## src/rtl/mem_bus_decoder_pkg.sv

```systemverilog
// rtl/mem_bus_decoder_pkg.sv - shared FSM encodings and defaults for the native-bus decoder
package mem_bus_decoder_pkg;

    typedef enum logic [1:0] {
        ST_IDLE = 2'd0,
        ST_BUSY = 2'd1,
        ST_GAP  = 2'd2
    } state_t;

    // How the access in flight will be terminated once BUSY is entered
    typedef enum logic [1:0] {
        K_UNMAPPED = 2'd0,
        K_SYNC     = 2'd1,
        K_SELF     = 2'd2
    } kind_t;

    localparam logic [31:0] DEFAULT_ERR_DATA = 32'hDEAD_BEEF;

endpackage

```

## src/rtl/bus_watchdog.sv

```systemverilog
// rtl/bus_watchdog.sv - wait-cycle counter for self-timed slaves with TIMEOUT compare
module bus_watchdog #(
    parameter int unsigned TIMEOUT = 255
) (
    input  logic clk,
    input  logic rst_n,
    input  logic load_i,
    input  logic inc_i,
    input  logic clr_i,
    output logic expired_o
);

    localparam int CW = $clog2(TIMEOUT + 1);

    logic [CW-1:0] cnt_q;
    logic [CW-1:0] cnt_d;

    assign expired_o = (cnt_q == CW'(TIMEOUT));

    // Increment stops at TIMEOUT so the counter can never wrap
    always_comb begin
        cnt_d = cnt_q;
        if (clr_i) begin
            cnt_d = '0;
        end else if (load_i) begin
            cnt_d = CW'(1);
        end else if (inc_i && !expired_o) begin
            cnt_d = cnt_q + CW'(1);
        end
    end

    always_ff @(posedge clk) begin
        if (!rst_n) begin
            cnt_q <= '0;
        end else begin
            cnt_q <= cnt_d;
        end
    end

endmodule

```

## src/rtl/mem_bus_decoder.sv

```systemverilog
// rtl/mem_bus_decoder.sv - picorv32 native-bus region decoder, ready generation and error capture
module mem_bus_decoder
    import mem_bus_decoder_pkg::*;
#(
    parameter int unsigned           NUM_SLAVES = 8,
    parameter int unsigned           SEL_BITS   = 4,
    parameter int unsigned           SEL_LSB    = 12,
    parameter logic [NUM_SLAVES-1:0] SYNC_MASK  = 8'b0000_0111,
    parameter int unsigned           TIMEOUT    = 255,
    parameter logic [31:0]           ERR_DATA   = DEFAULT_ERR_DATA
) (
    input  logic                      clk,
    input  logic                      rst_n,
    input  logic                      cpu_valid,
    input  logic [31:0]               cpu_addr,
    input  logic [3:0]                cpu_wstrb,
    output logic                      cpu_ready,
    output logic [31:0]               cpu_rdata,
    output logic [NUM_SLAVES-1:0]     slv_cs,
    input  logic [NUM_SLAVES-1:0]     slv_ready,
    input  logic [32*NUM_SLAVES-1:0]  slv_rdata,
    input  logic                      err_clr,
    output logic                      bus_err,
    output logic [31:0]               err_addr
);

    state_t              state_q, state_d;
    kind_t               kind_q, kind_d;
    logic [SEL_BITS-1:0] sel, sel_q, sel_d, idx;
    logic                mapped;
    logic                sel_rdy, sel_sync;
    logic [31:0]         sel_rdata;
    logic                ready;
    logic [31:0]         rdata;
    logic                err_set;
    logic                wd_load, wd_inc, wd_clr, wd_expired;
    logic                bus_err_q, bus_err_d;
    logic [31:0]         err_addr_q, err_addr_d;
    logic                cs_en;
    logic                wstrb_unused;

    // Write strobes reach the slaves directly from the cpu; the decoder only gates chip selects
    assign wstrb_unused = |cpu_wstrb;

    assign sel    = cpu_addr[SEL_LSB +: SEL_BITS];
    assign mapped = 32'(sel) < NUM_SLAVES;
    assign idx    = (state_q == ST_BUSY) ? sel_q : sel;

    always_comb begin
        sel_rdy   = 1'b0;
        sel_sync  = 1'b0;
        sel_rdata = '0;
        for (int unsigned i = 0; i < NUM_SLAVES; i++) begin
            if (idx == SEL_BITS'(i)) begin
                sel_rdy   = slv_ready[i];
                sel_sync  = SYNC_MASK[i];
                sel_rdata = slv_rdata[32*i +: 32];
            end
        end
    end

    // Chip selects are combinational so a BRAM sees the address in the request cycle
    assign cs_en = cpu_valid && rst_n && (state_q == ST_IDLE || state_q == ST_BUSY);

    always_comb begin
        slv_cs = '0;
        for (int unsigned i = 0; i < NUM_SLAVES; i++) begin
            slv_cs[i] = cs_en && (sel == SEL_BITS'(i));
        end
    end

    always_comb begin
        state_d = state_q;
        kind_d  = kind_q;
        sel_d   = sel_q;
        ready   = 1'b0;
        rdata   = '0;
        err_set = 1'b0;
        wd_load = 1'b0;
        wd_inc  = 1'b0;
        wd_clr  = 1'b0;
        case (state_q)
            ST_IDLE: begin
                if (cpu_valid) begin
                    sel_d = sel;
                    if (!mapped) begin
                        kind_d  = K_UNMAPPED;
                        state_d = ST_BUSY;
                    end else if (sel_sync) begin
                        kind_d  = K_SYNC;
                        state_d = ST_BUSY;
                    end else if (sel_rdy) begin
                        ready   = 1'b1;
                        rdata   = sel_rdata;
                        state_d = ST_GAP;
                    end else begin
                        kind_d  = K_SELF;
                        wd_load = 1'b1;
                        state_d = ST_BUSY;
                    end
                end
            end
            ST_BUSY: begin
                if (!cpu_valid) begin
                    wd_clr  = 1'b1;
                    state_d = ST_IDLE;
                end else begin
                    case (kind_q)
                        K_UNMAPPED: begin
                            ready   = 1'b1;
                            rdata   = ERR_DATA;
                            err_set = 1'b1;
                            state_d = ST_GAP;
                        end
                        K_SYNC: begin
                            ready   = 1'b1;
                            rdata   = sel_rdata;
                            state_d = ST_GAP;
                        end
                        K_SELF: begin
                            // A slave answering on the last allowed cycle still wins over the timeout
                            if (sel_rdy) begin
                                ready   = 1'b1;
                                rdata   = sel_rdata;
                                wd_clr  = 1'b1;
                                state_d = ST_GAP;
                            end else if (wd_expired) begin
                                ready   = 1'b1;
                                rdata   = ERR_DATA;
                                err_set = 1'b1;
                                wd_clr  = 1'b1;
                                state_d = ST_GAP;
                            end else begin
                                wd_inc = 1'b1;
                            end
                        end
                        default: state_d = ST_IDLE;
                    endcase
                end
            end
            ST_GAP:  state_d = ST_IDLE;
            default: state_d = ST_IDLE;
        endcase
    end

    assign bus_err_d  = err_set ? 1'b1 : (err_clr ? 1'b0 : bus_err_q);
    assign err_addr_d = err_set ? cpu_addr : err_addr_q;

    always_ff @(posedge clk) begin
        if (!rst_n) begin
            state_q    <= ST_IDLE;
            kind_q     <= K_UNMAPPED;
            sel_q      <= '0;
            bus_err_q  <= 1'b0;
            err_addr_q <= '0;
        end else begin
            state_q    <= state_d;
            kind_q     <= kind_d;
            sel_q      <= sel_d;
            bus_err_q  <= bus_err_d;
            err_addr_q <= err_addr_d;
        end
    end

    bus_watchdog #(
        .TIMEOUT (TIMEOUT)
    ) u_watchdog (
        .clk       (clk),
        .rst_n     (rst_n),
        .load_i    (wd_load),
        .inc_i     (wd_inc),
        .clr_i     (wd_clr),
        .expired_o (wd_expired)
    );

    assign cpu_ready = ready && rst_n;
    assign cpu_rdata = rst_n ? rdata : '0;
    assign bus_err   = bus_err_q;
    assign err_addr  = err_addr_q;

endmodule

```

## config.mk

```make
export PLATFORM = sky130hd
export DESIGN_NAME = mem_bus_decoder
export DESIGN_NICKNAME = d
export VERILOG_FILES = /design/src/rtl/mem_bus_decoder_pkg.sv /design/src/rtl/bus_watchdog.sv /design/src/rtl/mem_bus_decoder.sv
export SDC_FILE = /design/constraint.sdc
export NUM_CORES = 1
export LEC_CHECK = 0
export BUFFER_PORTS_ARGS = -buffer_cell sky130_fd_sc_hd__buf_4
export CORE_AREA = 2 2 148 150
export CTS_CLUSTER_SIZE = 40
export DETAILED_ROUTE_END_ITERATION = 10
export DIE_AREA = 0 0 150 152
export PLACE_DENSITY_LB_ADDON = 0.12
export SYNTH_ARGS = -nofsm -noshare
export SYNTH_HDL_FRONTEND = slang
export SYNTH_SLANG_ARGS = --single-unit
```

## constraint.sdc

```tcl
create_clock -name clk -period 4.1 [get_ports clk]
set_clock_uncertainty 0.2 [all_clocks]
set_input_delay 0.615 -clock clk [delete_from_list [all_inputs] [get_ports clk]]
set_output_delay 0.615 -clock clk [all_outputs]
set_load 0.01 [all_outputs]
```

==> run summary, run 1 <==
The type of origin of the critical path is a flip-flop. The floorplan step set the die width to 150 um. The cell type with the largest total area after synthesis is dfxtp_1. No sink is reached through more buffers than the 2 on the longest clock path.

In this run the biggest area consumer among cell types represents 21.5% of the synthesized area. The finished layout cell area was 0.00793 mm^2; the measured slew at the worst slew-check pin was 761 ps. CTS buffer count: 5. By area the synthesized netlist is led by dfxtp_1 (21%), mux2i_1 (14%), nand2_1 (10%). The worst path needs 3860 ps of the cycle, external delays included.

378 I/O pins were placed. Clock slew seen by the registers of the worst setup and hold paths: 70 ps. The initial antenna violation count is 4, and the remaining design rule violation count is 0. The pre-antenna-repair detailed-routing pass consisted of 5 iterations. The count of distinct cell types in the synthesized netlist was 63; the total wire length after detailed routing was 25.1 mm. For the final critical-path setup slack, the log shows 240 ps. The area after detailed placement was 0.00773 mm^2; the number of buffers inserted to repair setup after CTS was 0. The flow ran to the end, and the final reports show no timing, DRC or antenna violations. In this run the register-to-register setup slack is 1050 ps. Total setup violations reported at the end of the flow: 0.

Hold timing on the final database bottoms out at a slack of 255 ps. The tools report the total global routing overflow as 0. The critical path is of the reg2out type. Based on the critical path, the design can be clocked at up to 0.259 GHz. The number of global-route vias before repair was 6139; the proportion of layout cells with a drive suffix above 1 was 44.2%. The chip height was 152 um; the standard cell core area was 0.0214 mm^2. VDD sags by at most 0.167 mV. The data required time at the worst endpoint came out at 3280 ps. The element type at the critical path end was an output port.

The number of hold buffers added after CTS was 0. In the final design database the tool counted 1284 nets. The total via count in the routed design was 6238; the post-synth net total was 927.

Number of sinks on the clock net: 49. The most used flip-flop cell after synthesis is dfxtp_1. Summed over all cells, the static leakage comes to 3.57 nW.

For the overall track demand over capacity in global routing, the log shows 20.9%. Power spread over the standard cell area amounts to 243 mW/mm^2. The standard-cell row count is 54. Final max-slew violation count: 0.

The final number of hold-violating endpoints is 0. The die covers 0.0228 mm^2. The synthesized area is 0.00457 mm^2.

After Yosys synthesis, full adders, half adders and majority gates account for 0.274% of the synthesized area. The mean area per synthesized cell is 7.34 um^2. The average via count per standard cell works out to 4.94.

The maximum fanout along the worst path came out at 27. After synthesis, the largest family of logic cells by area is compound AO/OA/AOI/OAI gates. Post-route antenna net violation count: 0. Entering global routing, the biggest net connects 75 pins. Of the total synthesized cell area, the portion taken by AND, OR, NAND and NOR gates is 22.4%. The run gives 21.5% as the sequential share of the synthesized area. After detailed routing, the average wire length per cell comes to 19.9 um.

Compared with the post-synthesis result, the final layout area differs by 73.7%. The max-cap violation count was 0; the fraction of registers with async set or reset after synthesis was 0%. The area fraction in compound gates after synthesis is 32.4%. Reg-to-reg critical path startpoint: state_q[1]$_SDFFE_PN0P_. In this run the critical register-to-register path is captured at u_watchdog.cnt_q[5]$_SDFFE_PP0P_. The starting DRC count in detailed routing came out at 346.

The type of the worst min-delay path is reg2reg. The clock tree root buffer cell is clkbuf_16. For this run, the number of Yosys warnings is 0. The post-layout total power was 1.93 mW. The initial utilization of the core area, before any placement, comes to 21.4%. The arrival time of the worst setup path came out at 3040 ps. For the worst-skew pair, the clock arrives at the later sink with an insertion delay of 290 ps.

The first global-routing pass estimated 36.8 mm of wire. For the H-tree depth, the log shows 2. The wire-length estimate of the detail-placed layout is 20.0 mm.

In this run the tightest slew margin relative to its limit is 49.1%. Tracing the worst setup path back leads to its startpoint at state_q[1]$_SDFFE_PN0P_. The count of buffers from port buffering is 373, and the post-route fraction of the period consumed by the critical path is 94.1%. After routing, the total negative slack on setup checks comes to 0 ps. For the worst slack at placement, the log shows 293 ps. Synthesized instance count: 622. At the end of routability-driven placement, the weighted congestion stood at 0.871. Setup repair after global routing left no endpoint under its margin.

TritonCTS built the clock tree. The depth of the most critical reg-to-reg path works out to 8. Of the total synthesized cell area, the portion taken by XOR and XNOR cells is 0.575%. Number of synthesized flops with an enable pin: 0. The run gives 1 as the count of instances resized after the clock tree is built. Synthesis inferred 49 register bits.

In the synthesized netlist, mux cells make up 16.5% of the area. The worst setup path endpoint was cpu_rdata[8].
## layer usage
metal,track usage (%),vias to the layer above,part of all wire (%)
li1,-,3067,-
met1,24.9,2822,39
met2,35.3,302,48
met3,5.92,45,9.3
met4,8.27,2,3.5
met5,0,-,0.040
## cell families (layout without fill, tap and decap cells)
kind of cell    count (synthesis)  in the layout
fa+ha+maj                       1              1
simple gates                  227            227
other cells                     0              3
compound gates                209            209
flops                          49             49
mux                            72             72
xor+xnor                        3              3
buf+inv                        61            419
## sequential cells by signal, summed over array words and instances (netlist names)
name / flops
kind_q: 2
bus_err: 1
state_q: 2
sel_q: 4
u_watchdog.cnt_q: 8
err_addr: 32
## critical path, stage by stage (launching register included)
cell and delay [ps]:
dfxtp_1 470, nand2b_1 300, mux2i_1 530, and2_1 270, buf_12 190, a221oi_1 120, or4_1 530, nor3_1 150
buf_4 170
## synth_stat cells, types with 3 or more instances
master / number
a21boi_0: 7
mux2i_1: 65
or4_1: 7
mux2_2: 3
a221oi_1: 18
and2_1: 6
o22ai_1: 25
o211ai_1: 10
a22oi_1: 29
or3_1: 5
a2111oi_0: 3
nor2b_1: 3
a2bb2oi_1: 7
a22o_1: 4
a21oi_1: 24
dfxtp_1: 49
inv_1: 5
a211oi_1: 16
nor2_1: 35
xnor2_1: 3
o31ai_1: 5
nor3_1: 12
buf_6: 5
nand2_1: 127
a311oi_1: 10
buf_2: 13
nand3_1: 10
nand2b_1: 5
clkbuf_1: 35
mux2_4: 3
o21ai_0: 32
## report_power, final
part	internal (mW)	switching, mW	leakage [nW]
Clock	0.290	0.188	0.0811
Combinational	0.475	0.451	3.09
Sequential	0.503	0.0225	0.398
## placed cells by master, fill, tap and decap left out, types with 3 or more instances in the layout
master / synthesis / layout
mux2_4: 3 / 3
o31ai_1: 5 / 5
and2_1: 6 / 6
a21oi_1: 24 / 24
mux2i_1: 65 / 65
nor3_1: 12 / 12
a221oi_1: 18 / 18
dfxtp_1: 49 / 49
o22ai_1: 25 / 25
a22o_1: 4 / 4
a2bb2oi_1: 7 / 7
xnor2_1: 3 / 3
a21boi_0: 7 / 6
a311oi_1: 10 / 10
nor2_1: 35 / 35
buf_12: 0 / 3
diode_2: 0 / 3
a2111oi_0: 3 / 3
o21ai_0: 32 / 32
mux2_2: 3 / 3
nand2_1: 127 / 127
clkbuf_16: 0 / 5
nand3_1: 10 / 10
nand2b_1: 5 / 4
inv_1: 5 / 5
or3_1: 5 / 5
buf_4: 2 / 403
a211oi_1: 16 / 15
or4_1: 7 / 7
a22oi_1: 29 / 29
o211ai_1: 10 / 10
## metrics by stage
step / util (%) / cells
after global routing: 37.2 / 1263
after CTS: 37.0 / 1260
after floorplan: - / 622
after detailed placement: 36.2 / 1252
after global placement: 36.2 / 1252
final: 37.2 / 1263
## area by class of cell
| type | instances | area (um^2) |
|---|---|---|
| Sequential cell | 49 | 981 |
| Clock buffer | 6 | 129 |
| Inverter | 5 | 18.8 |
| Tap cell | 280 | 350 |
| Clock inverter | 2 | 38.8 |
| Antenna cell | 3 | 7.51 |
| Fill cell | 2288 | 13400 |
| Multi-Input combinational cell | 512 | 3320 |
| Timing Repair Buffer | 406 | 3090 |
## worst min-delay path by stage
| stage | from | to | slack (ps) | cells past startpoint |
|---|---|---|---|---|
| final | err_addr[27]$_SDFFE_PN0P_ | err_addr[27]$_SDFFE_PN0P_ | 250 | 2 |
| after detailed placement | err_addr[3]$_SDFFE_PN0P_ | err_addr[3]$_SDFFE_PN0P_ | 250 | 2 |
| after global routing | err_addr[25]$_SDFFE_PN0P_ | err_addr[25]$_SDFFE_PN0P_ | 280 | 2 |
| after global placement | err_addr[4]$_SDFFE_PN0P_ | err_addr[4]$_SDFFE_PN0P_ | 240 | 2 |
| after floorplan | sel_q[3]$_SDFFE_PN0P_ | sel_q[3]$_SDFFE_PN0P_ | 250 | 2 |
| after CTS | err_addr[27]$_SDFFE_PN0P_ | err_addr[27]$_SDFFE_PN0P_ | 260 | 2 |
(Power assumes the default switching activity.)
==> inputs of run 2 (changes only) <==
--- a/config.mk
+++ b/config.mk
@@ -6,11 +6,14 @@
 export NUM_CORES = 1
 export LEC_CHECK = 0
 export BUFFER_PORTS_ARGS = -buffer_cell sky130_fd_sc_hd__buf_4
+export CAP_MARGIN = 10
 export CORE_AREA = 2 2 148 150
 export CTS_CLUSTER_SIZE = 40
 export DETAILED_ROUTE_END_ITERATION = 10
 export DIE_AREA = 0 0 150 152
 export PLACE_DENSITY_LB_ADDON = 0.12
+export RECOVER_POWER = 25
+export SETUP_SLACK_MARGIN = 0.2
 export SYNTH_ARGS = -nofsm -noshare
 export SYNTH_HDL_FRONTEND = slang
 export SYNTH_SLANG_ARGS = --single-unit
==> run 2 against run 1 <==
Compared with the run above: worst setup slack better by 100 ps; power barely moved; clock power about the same; cell count is 0.16% higher; combinational power about the same; wire length grew 0.31%; maximum frequency grew 2.7%; worst hold slack worse by 1.0 ps; critical path type unchanged; largest cell class unchanged; largest power group unchanged; highest routed layer unchanged.
==> run summary, run 2 (synthesis gave the netlist of run 1 again) <==
The sequential cell area in the final layout was 983 um^2. The detailed placer's ending HPWL is 20.0 mm, and the maximum fanout along the worst path is 25. The clock latency on the worst-skew pair was 290 ps; the number of sinks on the clock net was 49.

In the final layout, the multi-input gates occupy 0.00335 mm^2. The flip-flop count of the largest register after layout was 32; the remaining design rule violation count was 0. Per report_power, the sequential group accounts for 27.3% of the total.

The maximum count of clock buffers along a single path came out at 2. Hold is met by 254 ps. For this run, the number of standard cells in the final layout without fillers is 1265. The average routed wire per standard cell is 19.9 um, and the largest net degree at the start of global routing is 75. The layout has 2321 filler cells. The logs give 0.164 mV for the maximum ir drop on the vdd rail and 5 for the CTS buffer count. The family with the most delay on the worst path is compound AO/OA/AOI/OAI gates. The count of buffers from port buffering came out at 373. Dividing the detail-routed via count by the number of cells gives 4.92.

Per report_power, the clock group accounts for 24.7% of the total. Total via count in the routed design: 6229. TritonCTS built the clock tree.

At the worst endpoint, the arrival time is 2940 ps. After the last flow step, the layout net total stands at 1286. The critical path contains buffers and inverters numbering 2 combined. The library cells used most frequently in the layout, excluding fill and tap cells, are buf_4 (376), nand2_1 (126), mux2i_1 (64). The most frequent standard cell in the layout excluding fill and tap cells is buf_4. The standard cell with the maximum stage delay on the critical path was mux2_4. Routability-driven placement finished with a final weighted congestion of 0.871.

The final critical delay including setup and external delays was 3760 ps. Once detail routing completed, the nets flagged for antenna violations numbered 0. Including well taps, the total number of placed cells is 1252.

The die is 150 um wide. After the first detailed-routing iteration, the DRC count stood at 377. The critical path goes through nor2b_4 > mux2_4 > mux2_4 > a32o_2 > a211oi_2 > o21ai_2 > buf_4 > a311oi_1 > buf_4.

For the pin with the worst max-slew slack, the measured transition is 1370 ps. The final number of hold-violating endpoints was 0; the initial cell density of the core was 21.4%. After floorplanning, the core was sized to cover 0.0214 mm^2.

The final critical path takes up 91.7% of the cycle. In the post-route analysis, the smallest setup slack over all paths is 341 ps. The total global routing overflow was 0. The analysis attributes to cell leakage a power of 3.46 nW. Global routing used 20.9% of the available tracks. Setup repair after global routing left no endpoint under its margin. The tools report the standard-cell row count as 54.

Once placement finished, the instance area stood at 0.00773 mm^2. The worst setup path is captured at an output port. The worst hold path belongs to the class reg2reg.

The wire length of the first global-routing pass was 36.8 mm. The number of global-route vias before repair was 6137. The flow ran to the end, and the final reports show no timing, DRC or antenna violations. Setup violations remaining at the end of the flow were counted as 0.

The peak per-stage delay on the critical path was 400 ps. The run gives 0 as the max-cap violation count. Before antenna repair, the detailed router went through 5 iterations.

For the final max-slew violation count, the log shows 0. The critical path in this run is classified as reg2out. Headroom to the max-slew limit came out at 8.38%.

The floorplan step set the die height to 152 um. The full die area is 0.0228 mm^2, and the H-tree depth is 2. 378 I/O pins were placed. The run gives 3280 ps as the data required time at the worst endpoint.

In this run the clock root is driven by a clkbuf_16. For this design the ratio of total power to cell area is 245 mW/mm^2. The post-route netlist has 42.4% of its cells at a drive strength greater than 1. The peak clock frequency supported by timing was 0.266 GHz; the clock slew seen by the registers of the worst setup and hold paths was 70 ps.

For this design the total switching power over the nets is 0.667 mW. The area growth from synthesis to layout is 72.4%. Internal power comes to 1.26 mW. Switching power as a share of total power: 34.6%. The worst setup path is launched from a flip-flop. The initial antenna violation count came out at 4. Total wire length after detailed routing: 25.2 mm. The worst slack at placement is 293 ps, and the combinational cell fraction of total power is 48.0%. The logs give 0 ps for the total negative setup slack and 0.00787 mm^2 for the finished layout cell area.
[run 2: cell types whose count changed in the layout (fill, tap and decap cells not counted), sizes merged]
cell    before  now
buf        406  379
clkbuf       6   35
[run 2: timing repair]
item / CTS / global route
pin swaps: 0 / 1
resized for setup: 4 / 10
endpoints found under the setup margin: 27 / 30
cloned: 0 / 0
hold buffers: 0 / 0
setup buffers: 0 / 2
[run 2: final timing paths]
| check | from | endpoint | slack (ps) | cells past startpoint |
|---|---|---|---|---|
| max | state_q[0]$_SDFFE_PN0P_ | cpu_rdata[5] | 340 | 9 |
| min | err_addr[27]$_SDFFE_PN0P_ | err_addr[27]$_SDFFE_PN0P_ | 250 | 2 |
| max reg2reg | state_q[0]$_SDFFE_PN0P_ | u_watchdog.cnt_q[5]$_SDFFE_PP0P_ | 1090 | 8 |
| min reg2reg | err_addr[27]$_SDFFE_PN0P_ | err_addr[27]$_SDFFE_PN0P_ | 250 | 2 |
[run 2: layout make-up]
cell class,instances,share of cell area (%)
Inverter,5,0.238
Clock buffer,6,1.64
Tap cell,280,4.45
Multi-Input combinational cell,512,42.6
Clock inverter,2,0.493
Timing Repair Buffer,408,38.0
Antenna cell,3,0.0953
Sequential cell,49,12.5
[run 2: routing by layer]
layer / up-vias / track usage, % / share of wire, %
li1: 3072 / - / -
met1: 2812 / 24.9 / 39
met2: 294 / 35.3 / 48
met3: 49 / 5.92 / 9.1
met4: 2 / 8.27 / 3.6
met5: - / 0 / 0.040
[run 2: per-stage QoR]
| step | utilization [%] | total power [mW] |
|---|---|---|
| 5_1_grt | 36.9 | 2.05 |
| 6_report | 36.9 | 1.93 |
| 3_5_place_dp | 36.2 | 1.46 |
| 3_3_place_gp | 36.2 | 1.46 |
| 2_1_floorplan | - | 1.01 |
| 4_1_cts | 37.1 | 1.95 |
[run 2: power by group through the flow]
stage / Combinational [mW] / Clock [mW] / Sequential (mW)
2_1_floorplan: 0.474 / 0 / 0.539
3_3_place_gp: 0.927 / 0 / 0.535
3_5_place_dp: 0.927 / 0 / 0.535
4_1_cts: 0.932 / 0.493 / 0.525
5_1_grt: 1.01 / 0.508 / 0.531
6_report: 0.927 / 0.477 / 0.526
[run 2: tightest hold or removal path, cell delays in order (launching register included)]
cell and delay, ps:
dfxtp_1 310, nand2_1 50, mux2i_1 50
